<file path="config.mk">
export PLATFORM = sky130hd
export DESIGN_NAME = seed_loader
export DESIGN_NICKNAME = d
export VERILOG_FILES = /design/src/rtl/cgol_pkg.sv /design/src/rtl/lfsr_gen.sv /design/src/rtl/seed_loader.sv
export SDC_FILE = /design/constraint.sdc
export NUM_CORES = 1
export LEC_CHECK = 0
export CAP_MARGIN = 20
export CORE_MARGIN = 5
export CORE_UTILIZATION = 43
export CTS_CLUSTER_SIZE = 25
export DETAILED_ROUTE_END_ITERATION = 7
export PLACE_DENSITY = 0.75
export SETUP_SLACK_MARGIN = 0.02
export SLEW_MARGIN = 20
export SYNTH_ARGS = -nofsm -noshare
export SYNTH_HDL_FRONTEND = slang
export SYNTH_SLANG_ARGS = --single-unit
</file>
<file path="constraint.sdc">
create_clock -name ph1 -period 1.59 [get_ports ph1]
set_input_delay 0.318 -clock ph1 [delete_from_list [all_inputs] [get_ports ph1]]
set_output_delay 0.318 -clock ph1 [all_outputs]
set_load 0.005 [all_outputs]
</file>
<file path="src/rtl/cgol_pkg.sv">
// Shared Game-of-Life definitions: loader state encoding, LFSR taps, counter width.
package cgol_pkg;

  typedef enum logic [2:0] {
    IDLE,
    LOAD,
    FLUSH,
    DONE,
    RUN
  } state_t;

  localparam int unsigned GENBITS_DEFAULT = 16;

  // Maximal-length Fibonacci tap masks (bit W-1 always set, so the register is invertible).
  function automatic logic [31:0] lfsr_taps(input int unsigned width);
    case (width)
      3:       lfsr_taps = 32'h0000_0006;
      4:       lfsr_taps = 32'h0000_000C;
      5:       lfsr_taps = 32'h0000_0014;
      6:       lfsr_taps = 32'h0000_0030;
      7:       lfsr_taps = 32'h0000_0060;
      8:       lfsr_taps = 32'h0000_00B8;
      9:       lfsr_taps = 32'h0000_0110;
      10:      lfsr_taps = 32'h0000_0240;
      11:      lfsr_taps = 32'h0000_0500;
      12:      lfsr_taps = 32'h0000_0E08;
      13:      lfsr_taps = 32'h0000_1C80;
      14:      lfsr_taps = 32'h0000_3802;
      15:      lfsr_taps = 32'h0000_6000;
      16:      lfsr_taps = 32'h0000_D008;
      default: lfsr_taps = 32'h3 << (width - 2);
    endcase
  endfunction

endpackage

</file>
<file path="src/rtl/lfsr_gen.sv">
// WIDTH-bit Fibonacci LFSR, seeded all-ones on synchronous active-low reset.
module lfsr_gen
  import cgol_pkg::*;
#(
  parameter int unsigned WIDTH = 8
) (
  input  logic             ph1,
  input  logic             reset,
  input  logic             step,
  output logic [WIDTH-1:0] q
);

  localparam logic [31:0]      TAPS_ALL = lfsr_taps(WIDTH);
  localparam logic [WIDTH-1:0] TAPS     = TAPS_ALL[WIDTH-1:0];

  // Shift left, feeding back the parity of the tapped bits.
  always_ff @(posedge ph1) begin
    if (!reset) begin
      q <= '1;
    end else if (step) begin
      q <= {q[WIDTH-2:0], ^(q & TAPS)};
    end
  end

endmodule

</file>
<file path="src/rtl/seed_loader.sv">
// Loads the initial board into the generation state file, then enables the
// generation controller and counts completed generations.
// Optional random-board load: define SEED_LOADER_LFSR_EN.
module seed_loader
  import cgol_pkg::*;
#(
  parameter int unsigned WIDTH   = 8,
  parameter int unsigned REGBITS = 3,
  parameter int unsigned GENBITS = GENBITS_DEFAULT
) (
  input  logic               ph1,
  input  logic               reset,
  input  logic               load_req,
  input  logic               in_valid,
  output logic               in_ready,
  input  logic [WIDTH-1:0]   in_data,
  input  logic               gen_tick,
`ifdef SEED_LOADER_LFSR_EN
  input  logic               rand_req,
`endif
  output logic               we,
  output logic [REGBITS-1:0] waddr,
  output logic [WIDTH-1:0]   wdata,
  output logic               load_done,
  output logic               run,
  output logic [GENBITS-1:0] gen_count
);

  state_t             state;
  logic [REGBITS-1:0] idx;
  logic               row_wr;
  logic [WIDTH-1:0]   row_data;
  logic               rand_start;

`ifdef SEED_LOADER_LFSR_EN
  logic             rand_mode;
  logic [WIDTH-1:0] lfsr_q;

  lfsr_gen #(.WIDTH(WIDTH)) u_lfsr (
    .ph1   (ph1),
    .reset (reset),
    .step  (state == LOAD && rand_mode),
    .q     (lfsr_q)
  );

  assign rand_start = rand_req && !load_req && (state == IDLE || state == RUN);
  assign in_ready   = (state == LOAD) && !rand_mode;
  assign row_wr     = (state == LOAD) && (rand_mode || in_valid);
  assign row_data   = rand_mode ? lfsr_q : in_data;
`else
  assign rand_start = 1'b0;
  assign in_ready   = (state == LOAD);
  assign row_wr     = in_valid && in_ready;
  assign row_data   = in_data;
`endif

  // Load sequencer with registered write port, status and generation counter.
  // A restart never cancels the write issued by a row taken in the same cycle.
  always_ff @(posedge ph1) begin
    if (!reset) begin
      state     <= IDLE;
      idx       <= '0;
      we        <= 1'b0;
      waddr     <= '0;
      wdata     <= '0;
      load_done <= 1'b0;
      run       <= 1'b0;
      gen_count <= '0;
`ifdef SEED_LOADER_LFSR_EN
      rand_mode <= 1'b0;
`endif
    end else begin
      we        <= row_wr;
      load_done <= 1'b0;
      if (row_wr) begin
        waddr <= idx;
        wdata <= row_data;
      end
      if (state == RUN && gen_tick && gen_count != '1) begin
        gen_count <= gen_count + GENBITS'(1);
      end
      if (load_req || rand_start) begin
        state <= LOAD;
        idx   <= '0;
        run   <= 1'b0;
`ifdef SEED_LOADER_LFSR_EN
        rand_mode <= rand_start;
`endif
      end else begin
        case (state)
          IDLE: ;
          LOAD: begin
            if (row_wr) begin
              idx <= idx + REGBITS'(1);
              if (idx == '1) begin
                state <= FLUSH;
              end
            end
          end
          FLUSH: begin
            state     <= DONE;
            load_done <= 1'b1;
            gen_count <= '0;
          end
          DONE: begin
            state <= RUN;
            run   <= 1'b1;
          end
          RUN: ;
          default: state <= IDLE;
        endcase
      end
    end
  end

endmodule

</file>
Yosys cells after proc, flatten, opt, wreduce, memory -nomap -nowiden
Index checks and enable logic that the tools add are counted.
{"block": "totals", "register_bits": 36, "n_memories": 0, "rom_bits": 0, "input_bits": 13, "ramBits": 0, "word_cells": 41, "latchBits": 0}
{"block": "op_classes", "n_addsub": 2, "shift": 0, "div": 0, "magnitude_cmp": 0, "reduce_logical": 9, "eq_ne": 11, "n_mul": 0, "mux": 8, "bitwise_logic": 2}
{"cell": "$mux W16", "n": 3}
{"cell": "$add A16 B1 Y16 const B", "n": 1}
{"cell": "$ne A16 B16 Y1 const B", "n": 1}
{"cell": "$pmux W3 S4", "n": 1}
{"cell": "$eq A3 B2 Y1 const B", "n": 2}
{"cell": "$eq A3 B3 Y1 const B", "n": 2}
{"cell": "$mux W3", "n": 2}
{"cell": "$ne A2 B1 Y1 const B", "n": 3}
{"cell": "$ne A3 B2 Y1 const B", "n": 2}
{"cell": "$reduce_and A3 Y1", "n": 2}
{"cell": "$reduce_or A2 Y1", "n": 2}
{"cell": "$add A3 B1 Y3 const B", "n": 1}
{"cell": "$eq A3 B1 Y1 const B", "n": 1}
{"cell": "$logic_and A1 B1 Y1", "n": 3}
{"cell": "$logic_not A3 Y1", "n": 1}
{"cell": "$mux W1", "n": 2}
{"cell": "$not A1 Y1", "n": 2}
{"cell": "$reduce_and A2 Y1", "n": 1}

Logic depth before layout (Yosys ltp)
{"block": "logic_depth", "depth_word": 6, "mapped_depth": 6, "mapped_depth_nobuf": 6}

Least setup slack after synthesis
OpenSTA, ideal clock, no wires.
{"block": "synth_timing", "path_kind": "reg2reg", "startpoint": "register state[0]", "endpoint": "register gen_count[10]", "path_buffers": 1, "setup_ns": 0.115, "synth_period_minus_slack_ns": 1.601, "arrival_ns": 1.487, "setup_slack_ns": -0.011, "stages_incl_launch_ff": 6, "path_cell_list": "dfxtp_1 > nand4bb_1 > buf_2 > or3_4 > o31a_1 > o21a_1"}
{"block": "synth_between", "elab_chain_cells": 6, "elab_cells_between_ends": 7}
{"item": "from (decl)", "line_no": "seed_loader.sv:29", "source": "state_t state;"}
{"item": "from (signal assigned)", "line_no": "seed_loader.sv:61", "source": "state <= IDLE;"}
{"item": "from (signal assigned)", "line_no": "seed_loader.sv:83", "source": "state <= LOAD;"}
{"item": "from (signal assigned)", "line_no": "seed_loader.sv:96", "source": "state <= FLUSH;"}
{"item": "$eq A3 B3 Y1", "line_no": "seed_loader.sv:79", "source": "if (state == RUN && gen_tick && gen_count != '1) begin"}
{"item": "$logic_and A1 B1 Y1 (2 in series)", "line_no": "seed_loader.sv:79"}
{"item": "$mux W16", "line_no": "seed_loader.sv:79"}
{"item": "$mux W16", "line_no": "seed_loader.sv:90", "source": "case (state)"}
{"item": "$mux W16 (*)", "line_no": "seed_loader.sv:82", "source": "if (load_req || rand_start) begin"}
{"item": "to (signal assigned)", "line_no": "seed_loader.sv:80", "source": "gen_count <= gen_count + GENBITS'(1);"}
{"item": "to (decl)", "line_no": "seed_loader.sv:26", "source": "output logic [GENBITS-1:0] gen_count"}
Mark *: on every way between the ends. The rest lies on a longest branch, timed or not.
A chain may end at the register's enable or synchronous reset.

Final worst setup path
{"block": "layout_timing", "startpoint": "register gen_count[10]", "endpoint": "register gen_count[15]"}
{"block": "layout_between", "elab_chain_cells": 5, "elab_cells_between_ends": 6}
{"item": "branches (longest 2 deep; another with $add A16 B1 Y16)"}
{"item": "$mux W16 (*)", "line_no": "seed_loader.sv:79"}
{"item": "$mux W16", "line_no": "seed_loader.sv:90"}
{"item": "$mux W16 (*)", "line_no": "seed_loader.sv:82"}
Every way passes the cells marked *.

==> run metrics <==
outcome=complete, but fails checks; failing checks=negative setup slack; Mapped Cells=189; Die ar.=0.005059 mm^2; number of H-tree levels=2; num ports=44; largest net degree at the start of global routing=15; Clock Skew=0.006802 ns; Clk Tree Root Cell=clkbuf_8; Finished Layout Cells=327; cts bufs inserted=5; Worst Path Arrival=1.82 ns; met2 routed WL=2341 um; Setup WS post-layout=-0.02859 ns; DRT Pass-1 Iters=4; Syn. warnings=0; internal power=1.448 mW; Setup TNS Final=-0.07459 ns; Comb power frac=7.2%; adder-cell share of the synthesized area=2.336%; area growth from synthesis to layout=69.55%; Mean Syn Cell Area=8.500 um^2; Via density=5.294; Power Total=1.851 mW; slowest stage delay, CP=0.54 ns; multiplexer share of the synthesized area=1.246%; top_reg_cell synth=dfxtp_1; clock sinks=36; post-synthesis simple-gate area fraction=31.85%; Inst Count DP=311; Seq/Total Area, Yosys=44.86%; total global routing track utilization=18.82%; Slew @ Worst Pin=0.3679 ns; Final ANT Viol Nets=0; Die Span Y=71.13 um; Post-Synth XOR/XNOR Area=0.5452%; Post-Route M1 WL=1958 um; Filler Cell Count=266; CTS tree=yes; Post-Synthesis Cell Area=0.001607 mm^2; Detailed Place HPWL=3095 um; routed len/inst=14.36 um; async set-reset flop share out of synthesis=0%; routed vias=1731; routed wire length=4696 um; Worst VDD drop=0.0005164 V; Compound-Gate Fraction of Synth Area=16.20%; Register Area=749.5 um^2; clock share of power=43.4%; largest cells by area after synthesis=dfxtp_1 45%, nand2_1 8.6%, a21oi_1 7.8%, ha_1 2.3%, or3_1 2.3%; Clock Path Buffers=2; total congestion overflow=0; met3 wire length=319 um; Starting Density=44.21%; Worst-path clk slew=0.08 ns; Startpoint Class=register; switching share of power=21.79%; Yosys cell types=39; # rows=22; Tcrit/Tclk final=101.8%; GPL Wtd Cong=0.8080; Nets=294; IO buf count=43; 1st-iter DRT viols=89; initial antenna violation count=0; RSZ-0062 raised after global routing=yes; ant diodes=0; share of layout cells above drive strength 1=35.13%; R2R setup slack=-0.03 ns; final hold violation count=0; Mapped Nets=205; Crit-path slowest cell=or4_4; Slew HR=75.38%; Slew Limit Fails=0; DR top layer=met4; Die Wd=71.13 um; highest clock rate=0.6178 GHz; cts hold-fix bufs=0; core area=0.003633 mm^2; multi-input logic area=979.7 um^2; vias in the first global route=1713; PwrDens=679.7 mW/mm^2; top cell type's share of synthesized area=44.86%; Hold WS=0.4540 ns; Post-synth EDFFs=0; first-pass GRT wire length=7590 um; CP Cell Sequence=nand4_1 > buf_4 > or4_4 > a311oi_2; Setup CP Type=register to register; most frequent cell after synthesis=nand2_1; Yosys top cell by area=dfxtp_1; critical path capture point type=register; clk_lat worst skew=0.30 ns; max_cap viols=0; DRC viols=0; Synth Register Bits=36; largest fanout on the critical path=5; Final Setup Violations=3; sequential share of power=49.4%; min cycle time layout=1.619 ns; worst min path class=register to register; switching power=0.4033 mW; largest family of logic cells by synthesized area=simple AND/OR/NAND/NOR gates; CP required=1.79 ns; Synth top cells by count=37 x nand2_1, 36 x dfxtp_1, 25 x a21oi_1; Leak=1.135 nW
## routing by layer
layer  GRT usage, %  vias to the layer above
li1               -                      869
met4          6.889                        0
met2          30.90                       46
met5              0                        -
met3          7.670                        8
met1          22.03                      808
## power by group through the flow
stage | Combinational (mW) | Sequential, mW | Clock, mW
6_report | 0.133 | 0.915 | 0.804
5_1_grt | 0.146 | 0.916 | 0.866
4_1_cts | 0.131 | 0.920 | 0.818
3_5_place_dp | 0.128 | 0.941 | 0
3_3_place_gp | 0.127 | 0.940 | 0
2_1_floorplan | 0.0449 | 0.943 | 0
## critical path, delay by kind of cell (launching register included)
family | cells | cell delay [ns]
simple gates | 2 | 0.72
flops | 1 | 0.37
buf+inv | 1 | 0.21
compound gates | 1 | 0.21
## registers in the layout (all words and copies together) (netlist names)
signal and flops:
idx 3, load_done 1, wdata 8, run 1, waddr 3, state 3, we 1, gen_count 16
## cells by family after synthesis
family / Yosys count
flip-flops: 36
adder cells (fa/ha/maj): 3
XOR/XNOR: 1
buffers and inverters: 11
AO/OA/AOI/OAI: 44
multiplexers: 2
AND/OR/NAND/NOR: 92
## final timing paths
kind                         endpoint                startpoint  depth (start not counted)
max          gen_count[15]$_SDFF_PN0_  gen_count[10]$_SDFF_PN0_                          4
min             wdata[1]$_SDFFE_PN0N_     wdata[1]$_SDFFE_PN0N_                          2
max reg2reg  gen_count[15]$_SDFF_PN0_  gen_count[10]$_SDFF_PN0_                          4
min reg2reg     wdata[1]$_SDFFE_PN0N_     wdata[1]$_SDFFE_PN0N_                          2
## layout make-up
type                    instances  share of cell area, %
multi-input cells             142                  35.97
clock inverters                 3                  1.562
clock buffers                   5                  2.526
inverters                       4                 0.5512
flip-flops and latches         36                  27.51
well taps                      48                  2.205
repair buffers                 89                  29.67
## placed cells by master (no fill, tap or decap), drive strengths merged, types with 6 or more instances in the layout
cell,n
buf,46
nand2,37
dfxtp,36
clkdlybuf4s50,29
a21oi,25
dlygate4sd2,8
nand3,7
or3,7
dlymetal6s2s,6
## per-stage QoR
step	setup slack (ns)	cell area (um^2)	util (%)
floorplan	0.03764	1613	-
global placement	-0.3005	2366	65.12
detailed placement	-0.3134	2366	65.12
CTS	0.002459	2572	70.80
global route	-0.08619	2724	74.97
finish	-0.02859	2724	74.97
## what timing repair did
item / 4_1_cts / 5_1_grt
gates resized for setup: 31 / 33
setup buffers: 5 / 3
pin swaps: 7 / 9
setup endpoints to repair: 24 / 22
Power figures use the tool's default switching activity.
